### config.mk
export PLATFORM = sky130hd
export DESIGN_NAME = i2c_txn_arbiter
export DESIGN_NICKNAME = d
export VERILOG_FILES = /design/src/rtl/i2c_arb_pkg.sv /design/src/rtl/i2c_txn_arbiter_rr_pick.sv /design/src/rtl/i2c_txn_arbiter.sv
export SDC_FILE = /design/constraint.sdc
export NUM_CORES = 1
export LEC_CHECK = 0
export CAP_MARGIN = 20
export CORE_MARGIN = 3
export CORE_UTILIZATION = 44
export CTS_CLUSTER_DIAMETER = 200
export DETAILED_ROUTE_END_ITERATION = 8
export HOLD_SLACK_MARGIN = 0.12
export PLACE_DENSITY = 0.81
export SLEW_MARGIN = 10
export SYNTH_ARGS = -nofsm -noshare
export SYNTH_HDL_FRONTEND = slang
export SYNTH_HIERARCHICAL = 1
export SYNTH_SLANG_ARGS = --single-unit
export TNS_END_PERCENT = 10
### constraint.sdc
create_clock -name clk -period 3.4 [get_ports clk]
set_clock_uncertainty 0.1 [all_clocks]
set_input_delay 1.02 -clock clk [delete_from_list [all_inputs] [get_ports clk]]
set_output_delay 1.02 -clock clk [all_outputs]
set_load 0.02 [all_outputs]
### src/rtl/i2c_arb_pkg.sv
// Shared types and constants for the I2C transaction arbiter.
//   arb_state_t      : arbiter FSM state encoding
//   DefTimeoutCycles : default busy-to-done watchdog limit (clk cycles)
//   DefStartTimeout  : default newd-to-busy limit (clk cycles)
//   clog2()          : index width helper, never returns less than 1
package i2c_arb_pkg;

  typedef enum logic [2:0] {
    StIdle,
    StIssue,
    StWaitDone,
    StRespond,
    StDrain
  } arb_state_t;

  localparam int unsigned DefTimeoutCycles = 20000;
  localparam int unsigned DefStartTimeout  = 64;

  function automatic int unsigned clog2(input int unsigned n);
    int unsigned r;
    r = 0;
    for (int unsigned i = 0; i < 32; i++) begin
      if ((32'd1 << i) < n) r = i + 1;
    end
    return (r == 0) ? 1 : r;
  endfunction

endpackage

### src/rtl/i2c_txn_arbiter_rr_pick.sv
// Combinational round-robin picker.
//   req       : request vector, one bit per requester
//   ptr       : highest-priority index for this pick
//   grant_idx : first set bit at or after ptr, wrapping (0 when none)
//   any_valid : at least one request is set
module rr_pick
  import i2c_arb_pkg::*;
#(
  parameter int unsigned NUM_REQ = 4,
  localparam int unsigned ID_W   = clog2(NUM_REQ)
) (
  input  logic [NUM_REQ-1:0] req,
  input  logic [ID_W-1:0]    ptr,
  output logic [ID_W-1:0]    grant_idx,
  output logic               any_valid
);

  int unsigned idx;

  always_comb begin
    grant_idx = '0;
    any_valid = 1'b0;
    idx       = 0;
    // Walk from ptr upward; the first hit wins.
    for (int unsigned k = 0; k < NUM_REQ; k++) begin
      idx = (32'(ptr) + k) % NUM_REQ;
      if (!any_valid && req[ID_W'(idx)]) begin
        any_valid = 1'b1;
        grant_idx = ID_W'(idx);
      end
    end
  end

endmodule

### src/rtl/i2c_txn_arbiter.sv
// Shares one single-byte I2C master among NUM_REQ requesters.
//   req_*      : per-requester request (valid/op/addr/wdata) and one-cycle accept pulse
//   rsp_*      : one-cycle completion pulse to the owner with read data / error / timeout
//   m_*        : command and status interface of the shared I2C master
//   arb_busy   : arbiter not idle
//   active_id  : index of the current (or most recent) owner
// All outputs are registered. Reset is synchronous, active-high.
module i2c_txn_arbiter
  import i2c_arb_pkg::*;
#(
  parameter int unsigned NUM_REQ        = 4,
  parameter int unsigned TIMEOUT_CYCLES = DefTimeoutCycles,
  parameter int unsigned START_TIMEOUT  = DefStartTimeout,
  localparam int unsigned ID_W          = clog2(NUM_REQ)
) (
  input  logic                 clk,
  input  logic                 rst,
  input  logic [NUM_REQ-1:0]   req_valid,
  input  logic [NUM_REQ-1:0]   req_op,
  input  logic [7*NUM_REQ-1:0] req_addr,
  input  logic [8*NUM_REQ-1:0] req_wdata,
  output logic [NUM_REQ-1:0]   req_ready,
  output logic [NUM_REQ-1:0]   rsp_valid,
  output logic [7:0]           rsp_rdata,
  output logic                 rsp_err,
  output logic                 rsp_timeout,
  output logic                 m_newd,
  output logic                 m_op,
  output logic [6:0]           m_addr,
  output logic [7:0]           m_din,
  input  logic [7:0]           m_dout,
  input  logic                 m_busy,
  input  logic                 m_done,
  input  logic                 m_ack_err,
  output logic                 arb_busy,
  output logic [ID_W-1:0]      active_id
);

  localparam int unsigned MaxWait =
      (TIMEOUT_CYCLES > START_TIMEOUT) ? TIMEOUT_CYCLES : START_TIMEOUT;
  localparam int unsigned WdW = clog2(MaxWait) + 1;
  localparam logic [WdW-1:0] DoneLimit  = WdW'(TIMEOUT_CYCLES - 1);
  localparam logic [WdW-1:0] StartLimit = WdW'(START_TIMEOUT - 1);

  arb_state_t           state_q, state_d;
  logic [ID_W-1:0]      ptr_q, ptr_d;
  logic [ID_W-1:0]      active_id_q, active_id_d;
  logic [WdW-1:0]       wd_q, wd_d;
  logic [NUM_REQ-1:0]   req_ready_q, req_ready_d;
  logic [NUM_REQ-1:0]   rsp_valid_q, rsp_valid_d;
  logic [7:0]           rsp_rdata_q, rsp_rdata_d;
  logic                 rsp_err_q, rsp_err_d;
  logic                 rsp_timeout_q, rsp_timeout_d;
  logic                 m_newd_q, m_newd_d;
  logic                 m_op_q, m_op_d;
  logic [6:0]           m_addr_q, m_addr_d;
  logic [7:0]           m_din_q, m_din_d;

  logic [ID_W-1:0]      grant_idx;
  logic                 any_valid;
  logic [NUM_REQ-1:0]   grant_oh;
  logic [NUM_REQ-1:0]   active_oh;
  logic [ID_W-1:0]      ptr_next;

  rr_pick #(
    .NUM_REQ (NUM_REQ)
  ) u_rr_pick (
    .req       (req_valid),
    .ptr       (ptr_q),
    .grant_idx (grant_idx),
    .any_valid (any_valid)
  );

  assign grant_oh  = NUM_REQ'(1) << grant_idx;
  assign active_oh = NUM_REQ'(1) << active_id_q;
  assign ptr_next  = (grant_idx == ID_W'(NUM_REQ - 1)) ? '0 : grant_idx + ID_W'(1);

  always_comb begin
    state_d       = state_q;
    ptr_d         = ptr_q;
    active_id_d   = active_id_q;
    wd_d          = wd_q;
    req_ready_d   = '0;
    rsp_valid_d   = '0;
    rsp_rdata_d   = 8'h00;
    rsp_err_d     = 1'b0;
    rsp_timeout_d = 1'b0;
    m_newd_d      = m_newd_q;
    m_op_d        = m_op_q;
    m_addr_d      = m_addr_q;
    m_din_d       = m_din_q;

    unique case (state_q)
      StIdle: begin
        // Never start while the master is still finishing something.
        if (!m_busy && any_valid) begin
          req_ready_d = grant_oh;
          m_op_d      = req_op[grant_idx];
          m_addr_d    = req_addr[7*grant_idx +: 7];
          m_din_d     = req_wdata[8*grant_idx +: 8];
          active_id_d = grant_idx;
          ptr_d       = ptr_next;
          wd_d        = '0;
          state_d     = StIssue;
        end
      end
      StIssue: begin
        if (m_busy) begin
          m_newd_d = 1'b0;
          wd_d     = '0;
          state_d  = StWaitDone;
        end else if (wd_q == StartLimit) begin
          m_newd_d      = 1'b0;
          rsp_valid_d   = active_oh;
          rsp_timeout_d = 1'b1;
          state_d       = StRespond;
        end else begin
          m_newd_d = 1'b1;
          wd_d     = wd_q + WdW'(1);
        end
      end
      StWaitDone: begin
        wd_d = wd_q + WdW'(1);
        // Done is checked first so a completion on the expiry cycle is not a timeout.
        if (m_done) begin
          rsp_valid_d = active_oh;
          rsp_rdata_d = m_op_q ? m_dout : 8'h00;
          rsp_err_d   = m_ack_err;
          state_d     = StRespond;
        end else if (wd_q == DoneLimit) begin
          rsp_valid_d   = active_oh;
          rsp_timeout_d = 1'b1;
          state_d       = StRespond;
        end
      end
      StRespond: begin
        // The response pulse is on the outputs during this state.
        state_d = StDrain;
      end
      StDrain: begin
        if (!m_busy) begin
          m_op_d   = 1'b0;
          m_addr_d = '0;
          m_din_d  = '0;
          state_d  = StIdle;
        end
      end
      default: state_d = StIdle;
    endcase
  end

  always_ff @(posedge clk) begin
    if (rst) begin
      state_q       <= StIdle;
      ptr_q         <= '0;
      active_id_q   <= '0;
      wd_q          <= '0;
      req_ready_q   <= '0;
      rsp_valid_q   <= '0;
      rsp_rdata_q   <= 8'h00;
      rsp_err_q     <= 1'b0;
      rsp_timeout_q <= 1'b0;
      m_newd_q      <= 1'b0;
      m_op_q        <= 1'b0;
      m_addr_q      <= '0;
      m_din_q       <= '0;
    end else begin
      state_q       <= state_d;
      ptr_q         <= ptr_d;
      active_id_q   <= active_id_d;
      wd_q          <= wd_d;
      req_ready_q   <= req_ready_d;
      rsp_valid_q   <= rsp_valid_d;
      rsp_rdata_q   <= rsp_rdata_d;
      rsp_err_q     <= rsp_err_d;
      rsp_timeout_q <= rsp_timeout_d;
      m_newd_q      <= m_newd_d;
      m_op_q        <= m_op_d;
      m_addr_q      <= m_addr_d;
      m_din_q       <= m_din_d;
    end
  end

  assign req_ready   = req_ready_q;
  assign rsp_valid   = rsp_valid_q;
  assign rsp_rdata   = rsp_rdata_q;
  assign rsp_err     = rsp_err_q;
  assign rsp_timeout = rsp_timeout_q;
  assign m_newd      = m_newd_q;
  assign m_op        = m_op_q;
  assign m_addr      = m_addr_q;
  assign m_din       = m_din_q;
  assign active_id   = active_id_q;
  assign arb_busy    = (state_q != StIdle);

endmodule

==> key figures, run 1 <==
Status
  • Status: finished clean

Setup path
  • CP max stage delay: roughly 0.50 ns
  • CP max FO: 15
  • Worst-path cell chain: clkdlybuf4s50_1, inv_1, a221o_1, a21oi_4, buf_12, mux4_2, a22oi_1, nor2_1
  • Critical path type: in2reg
  • Worst path slowest cell: clkdlybuf4s50_1
  • RR Startpoint: wd_q[8]
  • Worst path required time: around 3.5 ns
  • CP delay by family, top: compound AO/OA/AOI/OAI gates
  • Critical path data arrival time: about 3.1 ns
  • FF-to-FF End: state_q[1]
  • Crit path buffers/inverters: 3
  • Critical Path Source Type: input pin
  • Reg2reg path depth: 5
  • Nature of the critical path endpoint: flip-flop
  • R2R Setup Slk: between 1 and 1.5 ns

Power and ir drop
  • IR Drop Worst-Case VDD: 0.000268 V
  • PwrDens: between 400 and 500 nW/um^2
  • Lkg Pwr: about 1.6 nW
  • NetSw: 0.000541 W
  • Internal: approximately 0.0014 W
  • Reg power frac: 0.382
  • Share of total power in the clock network: 0.371
  • Comb power frac: 0.247
  • Net Sw Frac: 0.279

Clock network
  • Postcts setup bufs: 0
  • CTS max path bufs: 2
  • # clock sinks: between 50 and 60
  • Num CTS Buffers: 9
  • Hold buffers post-CTS: 0
  • # resized after CTS: 0
  • CTS clock-pin slew for the worst setup and hold paths: 0.07 ns
  • Worst skew pair latency: 0.34 ns
  • H-tree depth: 3
  • Root Buffer Master: clkbuf_8
  • CTS tree: built

Routing
  • Wl on met1: around 3200 microns
  • Drt pass-1 iters: 4
  • Via density: roughly 5.7
  • Drt wl/cell: ~16 microns
  • Vias: 2,960
  • Detail Route met3 WL: between 600 and 700 microns
  • Routed length on met2: roughly 4300 microns
  • DRC viols: 0
  • Top Layer Used: met4
  • DRT Wirelength: between 8000 and 9000 microns
  • ANT nets after route: 0
  • DR iter-0 viols: ~150

Placement
  • Gpl congestion: 0.843
  • Placed Area: about 4300 sq um
  • Detailed Place HPWL: ~6300 microns
  • Port Buf Inserts: approximately 120

Timing
  • Final Slew Violations: 0
  • Max Clk Rate: 0.333 GHz
  • Max-slew headroom: 0.513
  • Hold WS: 0.412 ns
  • Hold Fails Final Rpt: 0
  • Worst slew pin tran: 0.730 ns
  • Sum of negative setup slack: 0 ns
  • Final Critical Period: 3.01 ns
  • Fin crit share: 0.884
  • RSZ-0062 raised after global routing: false
  • Setup-failing EPs final: 0

Floorplanning
  • Die H: around 88 microns
  • Std-Cell Rows: 29
  • Die width: slightly below 90 microns
  • I/O pins: between 100 and 150
  • Area of the core: 6460 sq um
  • Initial Utilization: 0.463
  • Die area: ~7800 sq um

Finish
  • Nets@finish: 518
  • Design area: 4540 sq um
  • Layout cells sized above 1: 0.130
  • Antenna diodes: 0
  • Area grow syn2layout: 51.8%

Yosys
  • Total nets after synthesis: a little under 400
  • Mapped Area: about 3000 sq um
  • YS warnings: 6
  • Synth area leaders: dfxtp_1 (39%), mux4_2 (12%), o211ai_1 (5.0%)
  • Sequential area share after synthesis: 0.389
  • Adder-Cell Fraction of Synth Area: 0.00838
  • Synth Flop Type: dfxtp_1
  • Async SR Flop Fraction: 0
  • Post-Synth Simple-Gate Area: 0.202
  • Area leader, netlist: dfxtp_1
  • Post-synthesis xor/xnor area fraction: 0
  • Distinct cell type count after synthesis: 53
  • Number of synthesized register bits: 58
  • Largest family of logic cells by synthesized area: simple AND/OR/NAND/NOR gates
  • Compound-Gate Fraction of Synth Area: 0.195
  • Number of flops mapped to enable cells by yosys: 0
  • Post-synthesis mux area share: 0.154
  • Synth Area per Inst: about 9.5 sq um
  • Post-Synthesis Cells: between 300 and 400
  • Yosys top cell area share: 0.389

Hold path
  • Worst hold path startpoint: ptr_q[0]
  • Hold path depth: 2
  • Hold endpoint: ptr_q[0]
  • Hold Path Class: reg2reg

Global route
  • First-pass GRT wire length: 13,400 microns
  • Grt ovf: 0
  • Vias in the first global route: roughly 2.9k
  • Largest net degree at the start of global routing: 28
  • Total GRT Usage: 0.223
  • Antenna violations before repair: 0

Run
  • Number of max-cap violations: 0
layer usage:
| layer | track usage | vias up |
|---|---|---|
| met5 | 0 | - |
| met2 | 0.386 | 120 |
| li1 | - | 1432 |
| met1 | 0.247 | 1394 |
| met4 | 0.107 | 0 |
| met3 | 0.0689 | 14 |
area by class of cell:
cell class,count,area (sq um)
inverter,18,67.6
clock buffer,9,124
multi-input combinational,216,1690
timing repair buffer,132,1300
fill,491,1920
tap,77,96.3
sequential,58,1160
clock inverter,7,103
worst register-to-register path: stages (launching register included):
cell and delay [ns]:
dfxtp_1 0.37, or4_4 0.56, nor4b_4 0.26, buf_4 0.22, a41oi_1 0.22, a2111oi_2 0.37
per-stage QoR:
stage / setup WS, ns / cells / utilization / total power, W
after floorplan: 0.304 / 313 / - / 0.00101
after global placement: 0.109 / 501 / 0.667 / 0.00122
after detailed placement: 0.0521 / 501 / 0.667 / 0.00123
after CTS: 0.415 / 517 / 0.702 / 0.00196
after global routing: 0.315 / 517 / 0.702 / 0.00202
final: 0.395 / 517 / 0.702 / 0.00194
placed cells by master, fill, tap and decap left out, types with 5 or more instances in the layout:
cell type,count
o21ai_0,8
nor2_1,23
and2_1,8
inv_1,16
clkbuf_8,9
nand3_1,9
a21oi_1,14
mux2i_1,10
buf_4,13
o211ai_1,20
and4_1,5
nand2_1,20
mux4_2,16
a22oi_1,16
clkdlybuf4s50_1,118
dfxtp_1,58
flip-flops by register name, indices dropped and copies added (netlist names):
register / count
wd_q: 16
m_din: 8
rsp_rdata: 8
m_addr: 7
req_ready: 4
rsp_valid: 4
state_q: 3
active_id: 2
ptr_q: 2
m_newd: 1
m_op: 1
rsp_err: 1
rsp_timeout: 1
synthesized netlist by cell type (all sizes together), types with 2 or more instances:
| master | n |
|---|---|
| o211ai | 21 |
| or4 | 3 |
| a311o | 2 |
| and3 | 3 |
| buf | 7 |
| o21a | 2 |
| and4 | 5 |
| a21oi | 16 |
| a22oi | 16 |
| ha | 2 |
| a211oi | 4 |
| dfxtp | 58 |
| nor2 | 23 |
| and2 | 8 |
| mux2i | 10 |
| nand3b | 2 |
| nand2 | 20 |
| o31ai | 2 |
| mux4 | 16 |
| inv | 17 |
| nor3b | 4 |
| nand2b | 3 |
| nor4b | 4 |
| nor3 | 4 |
| nand3 | 9 |
| a31oi | 2 |
| nor4 | 4 |
| clkbuf | 14 |
| o21ai | 10 |
| nand4 | 4 |
| or3 | 4 |
worst max-delay path by stage:
| stage | start | endpoint | depth (start not counted) |
|---|---|---|---|
| floorplan | req_valid[1] | m_addr[4] | 7 |
| global placement | req_valid[1] | m_addr[3] | 8 |
| detailed placement | req_valid[1] | m_addr[3] | 8 |
| CTS | req_valid[1] | m_din[7] | 8 |
| global route | req_valid[1] | m_addr[3] | 8 |
| finish | req_valid[1] | m_din[7] | 8 |
power groups by stage:
stage	clock (W)	sequential, W	combinational [W]
3_5_place_dp	0	0.000755	0.000479
4_1_cts	0.000734	0.000740	0.000482
5_1_grt	0.000764	0.000744	0.000517
2_1_floorplan	0	0.000776	0.000236
3_3_place_gp	0	0.000753	0.000469
6_report	0.000719	0.000740	0.000478
cell families after synthesis:
kind of cell,Yosys count
AND/OR/NAND/NOR,105
AO/OA/AOI/OAI,83
flip-flops,58
buffers and inverters,39
multiplexers,26
adder cells (fa/ha/maj),2
Note: power is estimated with default switching activity, not from simulation.
==> run 2: changes to the inputs <==
--- a/config.mk
+++ b/config.mk
@@ -8,7 +8,7 @@
 export CAP_MARGIN = 20
 export CORE_MARGIN = 3
 export CORE_UTILIZATION = 44
-export CTS_CLUSTER_DIAMETER = 200
+export CTS_CLUSTER_DIAMETER = 50
 export DETAILED_ROUTE_END_ITERATION = 8
 export HOLD_SLACK_MARGIN = 0.12
 export PLACE_DENSITY = 0.81
==> constraint.sdc (replaced) <==
create_clock -name clk -period 3.4 [get_ports clk]
set_clock_uncertainty 0.1 [all_clocks]
set_input_delay 0.51 -clock clk [delete_from_list [all_inputs] [get_ports clk]]
set_output_delay 0.51 -clock clk [all_outputs]
set_load 0.02 [all_outputs]
==> key figures, run 2 (same netlist as run 1, synthesis figures left out) <==
Routing
  • Via density: just under 6
  • Vias: just under 3k
  • DRC viols: 0
  • Drt pass-1 iters: 5
  • ANT nets after route: 0
  • DR iter-0 viols: approximately 180
  • DRT Wirelength: between 8000 and 9000 microns
  • Drt wl/cell: between 15 and 20 microns

Power and ir drop
  • NetSw: between 0.0005 and 0.0006 W
  • Reg power frac: 0.384
  • PwrDens: 428 nW/um^2
  • Lkg Pwr: about 1.6 nW
  • Share of total power in the clock network: 0.372
  • Comb power frac: 0.244
  • IR Drop Worst-Case VDD: between 0.0002 and 0.0003 V
  • Net Sw Frac: 0.279
  • Internal: roughly 0.0014 W

Finish
  • # fillers: roughly 510
  • Combined area of the multi-input logic cells: around 1700 sq um
  • Layout cells sized above 1: 0.122
  • Antenna diodes: 0
  • Nets@finish: ~510
  • Top reg by flops: wd_q
  • Area grow syn2layout: 50.8%
  • Leading cell type in the layout, fill and taps excluded: clkdlybuf4s50_1
  • Most frequent cells in the layout: clkdlybuf4s50_1 (118), dfxtp_1 (58), nor2_1 (23)
  • Sequential Area: ~1200 sq um
  • Post-Layout Cell Count: slightly above 500
  • Design area: approximately 4500 sq um
  • Largest register FFs: 16

Floorplanning
  • Area of the core: roughly 6500 sq um
  • Die width: around 88 microns
  • Initial Utilization: 0.463
  • I/O pins: 119
  • Die H: just under 90 microns
  • Die area: 7820 sq um
  • Std-Cell Rows: 29

Setup path
  • CP max stage delay: between 0.5 and 0.6 ns
  • Worst-path cell chain: clkdlybuf4s50_1, inv_1, a221o_1, a21oi_4, buf_12, mux4_2, a22oi_1, nor2_1
  • Nature of the critical path endpoint: flip-flop
  • Critical path data arrival time: about 2.6 ns
  • Reg2reg path depth: 5
  • Worst path slowest cell: mux4_2
  • Worst path required time: between 3 and 4 ns
  • Critical path type: in2reg
  • Critical Path Source Type: input pin
  • CP max FO: 23

Global route
  • Largest net degree at the start of global routing: 28
  • Total GRT Usage: 0.223
  • Vias in the first global route: 2,891
  • Grt ovf: 0
  • First-pass GRT wire length: 13,600 microns
  • Antenna violations before repair: 0

Timing
  • Setup-failing EPs final: 0
  • Max-slew headroom: 0.486
  • Fin crit share: 0.738
  • Final Slew Violations: 0
  • Final Critical Period: between 2 and 3 ns
  • Worst slew pin tran: a little under 0.8 ns
  • Hold Fails Final Rpt: 0
  • Max Clk Rate: ~0.4 GHz
  • Sum of negative setup slack: 0 ns
  • RSZ-0062 raised after global routing: false
  • Hold WS: 0.399 ns

Placement
  • Port Buf Inserts: about 120
  • Gpl congestion: about 0.9
  • Detailed Place HPWL: about 6200 microns
  • Placed Area: ~4300 sq um
  • Placed Cells: 497

Clock network
  • # resized after CTS: 0
  • Worst skew pair latency: about 0.33 ns
  • # clock sinks: 58
  • Num CTS Buffers: 9
  • Postcts setup bufs: 0
  • Hold buffers post-CTS: 0
  • CTS tree: built
  • CTS clock-pin slew for the worst setup and hold paths: roughly 0.07 ns
  • Root Buffer Master: clkbuf_8
  • H-tree depth: 3
  • CTS max path bufs: 2

Hold path
  • Hold Path Class: reg2reg
  • Hold path depth: 2

Run
  • Number of max-cap violations: 0

Status
  • Status: finished clean
[run 2: final timing paths]
kind / from / to / slack, ns
setup / recovery: req_valid[1] / m_addr[2] / 0.89
hold / removal: wd_q[1] / wd_q[1] / 0.40
setup reg to reg: wd_q[8] / state_q[1] / 1.17
hold reg to reg: wd_q[1] / wd_q[1] / 0.40
[run 2: routing by layer]
metal,share of wire,GRT usage,vias to the layer above
met2,0.52,0.380,137
met3,0.079,0.0680,10
li1,-,-,1424
met5,0,0,-
met4,0.013,0.0852,0
met1,0.39,0.262,1399
[run 2: stage by stage]
step           worst slack [ns]  power (W)   util
6_report                  0.889    0.00193  0.698
5_1_grt                   0.716    0.00201  0.698
4_1_cts                   0.899    0.00194  0.698
3_5_place_dp              0.538    0.00123  0.663
3_3_place_gp              0.614    0.00122  0.663
2_1_floorplan             0.814    0.00101      -
[run 2: worst max-delay path: cells and delay by family]
family	cells	cell delay, ns
AO/OA/AOI/OAI	3	0.75
multiplexers	1	0.52
AND/OR/NAND/NOR	1	0.06
buffers and inverters	3	0.77
[run 2: cell type report]
type                    instances  share of cell area
multi-input cells             216               0.374
repair buffers                128               0.282
flip-flops and latches         58               0.258
clock buffers                   9              0.0275
clock inverters                 7              0.0228
well taps                      77              0.0214
inverters                      18              0.0150
[run 2: power by group through the flow]
stage	combinational, W	clock [W]	sequential (W)
after floorplan	0.000236	0	0.000776
after global placement	0.000462	0	0.000753
after detailed placement	0.000471	0	0.000755
after CTS	0.000474	0.000729	0.000740
after global routing	0.000508	0.000756	0.000745
final	0.000470	0.000717	0.000741
==> run 3: changes to the inputs <==
--- a/config.mk
+++ b/config.mk
@@ -7,11 +7,11 @@
 export LEC_CHECK = 0
 export CAP_MARGIN = 20
 export CORE_MARGIN = 3
-export CORE_UTILIZATION = 44
+export CORE_UTILIZATION = 39
 export CTS_CLUSTER_DIAMETER = 50
 export DETAILED_ROUTE_END_ITERATION = 8
 export HOLD_SLACK_MARGIN = 0.12
-export PLACE_DENSITY = 0.81
+export PLACE_DENSITY = 0.76
 export SLEW_MARGIN = 10
 export SYNTH_ARGS = -nofsm -noshare
 export SYNTH_HDL_FRONTEND = slang
==> constraint.sdc (replaced) <==
create_clock -name clk -period 2.09 [get_ports clk]
set_clock_uncertainty 0.1 [all_clocks]
set_input_delay 0.3135 -clock clk [delete_from_list [all_inputs] [get_ports clk]]
set_output_delay 0.3135 -clock clk [all_outputs]
set_load 0.02 [all_outputs]
==> key figures, run 3 (same netlist as run 1, synthesis figures left out) <==
Status
  • Status: finished clean

Placement
  • Gpl congestion: between 0.8 and 0.9
  • Placed Cells: around 550
  • Placed Area: approximately 4500 sq um
  • Port Buf Inserts: between 100 and 150
  • Post-place setup slack: -0.513 ns
  • Detailed Place HPWL: 6430 microns

Floorplanning
  • Std-Cell Rows: 31
  • Initial Utilization: 0.408
  • Die H: 93.5 microns
  • Die width: approximately 94 microns
  • Die area: a little under 9000 sq um
  • Area of the core: around 7300 sq um
  • I/O pins: 119

Timing
  • Worst slew pin tran: ~0.43 ns
  • Sum of negative setup slack: 0 ns
  • Max Clk Rate: 0.487 GHz
  • Max-slew headroom: 0.710
  • Fin crit share: 0.983
  • RSZ-0062 raised after global routing: true
  • Hold Fails Final Rpt: 0
  • Final Critical Period: around 2.1 ns
  • Setup-failing EPs final: 0
  • Final Worst Setup Slack: ~0.035 ns
  • Final Slew Violations: 0

Clock network
  • H-tree depth: 3
  • Root Buffer Master: clkbuf_8
  • Num CTS Buffers: 9
  • # clock sinks: 58
  • Hold buffers post-CTS: 0
  • CTS clock-pin slew for the worst setup and hold paths: about 0.070 ns
  • Worst skew pair latency: about 0.34 ns
  • CTS max path bufs: 2
  • CTS tree: built

Power and ir drop
  • Final Power: 0.00329 W
  • PwrDens: about 670 nW/um^2
  • IR Drop Worst-Case VDD: 0.000423 V
  • Lkg Pwr: approximately 1.8 nW

Routing
  • DR iter-0 viols: between 100 and 150
  • Via density: about 5.4
  • Drt wl/cell: 15.4 microns
  • ANT nets after route: 0
  • DRC viols: 0
  • Vias: just over 3k
  • Drt pass-1 iters: 4
  • DRT Wirelength: 8700 microns

Global route
  • Grt ovf: 0
  • First-pass GRT wire length: ~14,000 microns
  • Total GRT Usage: 0.202
  • Vias in the first global route: slightly above 3k
  • Antenna violations before repair: 0
  • Largest net degree at the start of global routing: 28

Finish
  • Most frequent cells in the layout: clkdlybuf4s50_1 (114), dfxtp_1 (57), buf_4 (33)
  • Layout cells sized above 1: 0.212
  • Area grow syn2layout: 63.8%
  • Top reg by flops: wd_q
  • Largest register FFs: 16
  • Design area: a little under 5000 sq um
  • Post-Layout Cell Count: roughly 570
  • Leading cell type in the layout, fill and taps excluded: clkdlybuf4s50_1
  • Antenna diodes: 0
  • Nets@finish: 544

Setup path
  • Critical Path Source Type: flip-flop
  • Critical path type: reg2reg
  • Nature of the critical path endpoint: flip-flop
  • CP max FO: 6
  • Worst path required time: 2.21 ns
  • Critical path data arrival time: 2.17 ns

Run
  • Number of max-cap violations: 0

Hold path
  • Hold Path Class: reg2reg
==> run 3: worst paths after layout <==
check | start | to | slack [ns] | cells past startpoint
worst max-delay path | ptr_q[0] | m_din[1] | 0.03 | 8
worst min register to register | wd_q[1] | wd_q[1] | 0.40 | 2
worst min-delay path | wd_q[1] | wd_q[1] | 0.40 | 2
worst max register to register | ptr_q[0] | m_din[1] | 0.03 | 8
==> run 3: critical path: stages, from the launching register on <==
cell	delay (ns)
dfxtp_2	0.34
inv_2	0.04
a221o_1	0.33
a21oi_4	0.15
buf_6	0.12
buf_12	0.12
mux4_2	0.50
a22oi_2	0.17
nor2_1	0.06
==> run 3: layout make-up <==
| type | instances | area (sq um) |
|---|---|---|
| multi-input cells | 216 | 1760 |
| repair buffers | 158 | 1550 |
| fillers | 566 | 2440 |
| clock buffers | 9 | 124 |
| well taps | 99 | 124 |
| inverters | 18 | 67.6 |
| clock inverters | 7 | 101 |
| flip-flops and latches | 58 | 1160 |
==> run 3: per-stage QoR <==
stage / utilization / hold slack, ns
2_1_floorplan: - / 0.335
3_3_place_gp: 0.620 / 0.374
3_5_place_dp: 0.620 / 0.391
4_1_cts: 0.660 / 0.400
5_1_grt: 0.668 / 0.421
6_report: 0.668 / 0.402
==> run 3: layer usage <==
layer	track usage	up-vias	wire, microns
li1	-	1486	-
met4	0.0806	0	219
met1	0.222	1412	3370
met5	0	-	0
met2	0.354	139	4330
met3	0.0700	21	776
==> run 3: timing repair <==
item | in CTS | in global routing
buffers inserted | 2 | 0
resized for setup | 11 | 12
cloned | 1 | 0
pin swaps | 3 | 1
endpoints found under the setup margin | 18 | 27
==> run 3: where the power goes <==
part / internal, W / leakage, nW / switching, W
Sequential: 0.00116 / 0.471 / 0.0000481
Combinational: 0.000521 / 1.18 / 0.000381
Clock: 0.000679 / 0.106 / 0.000500
Total: 0.00236 / 1.75 / 0.000929
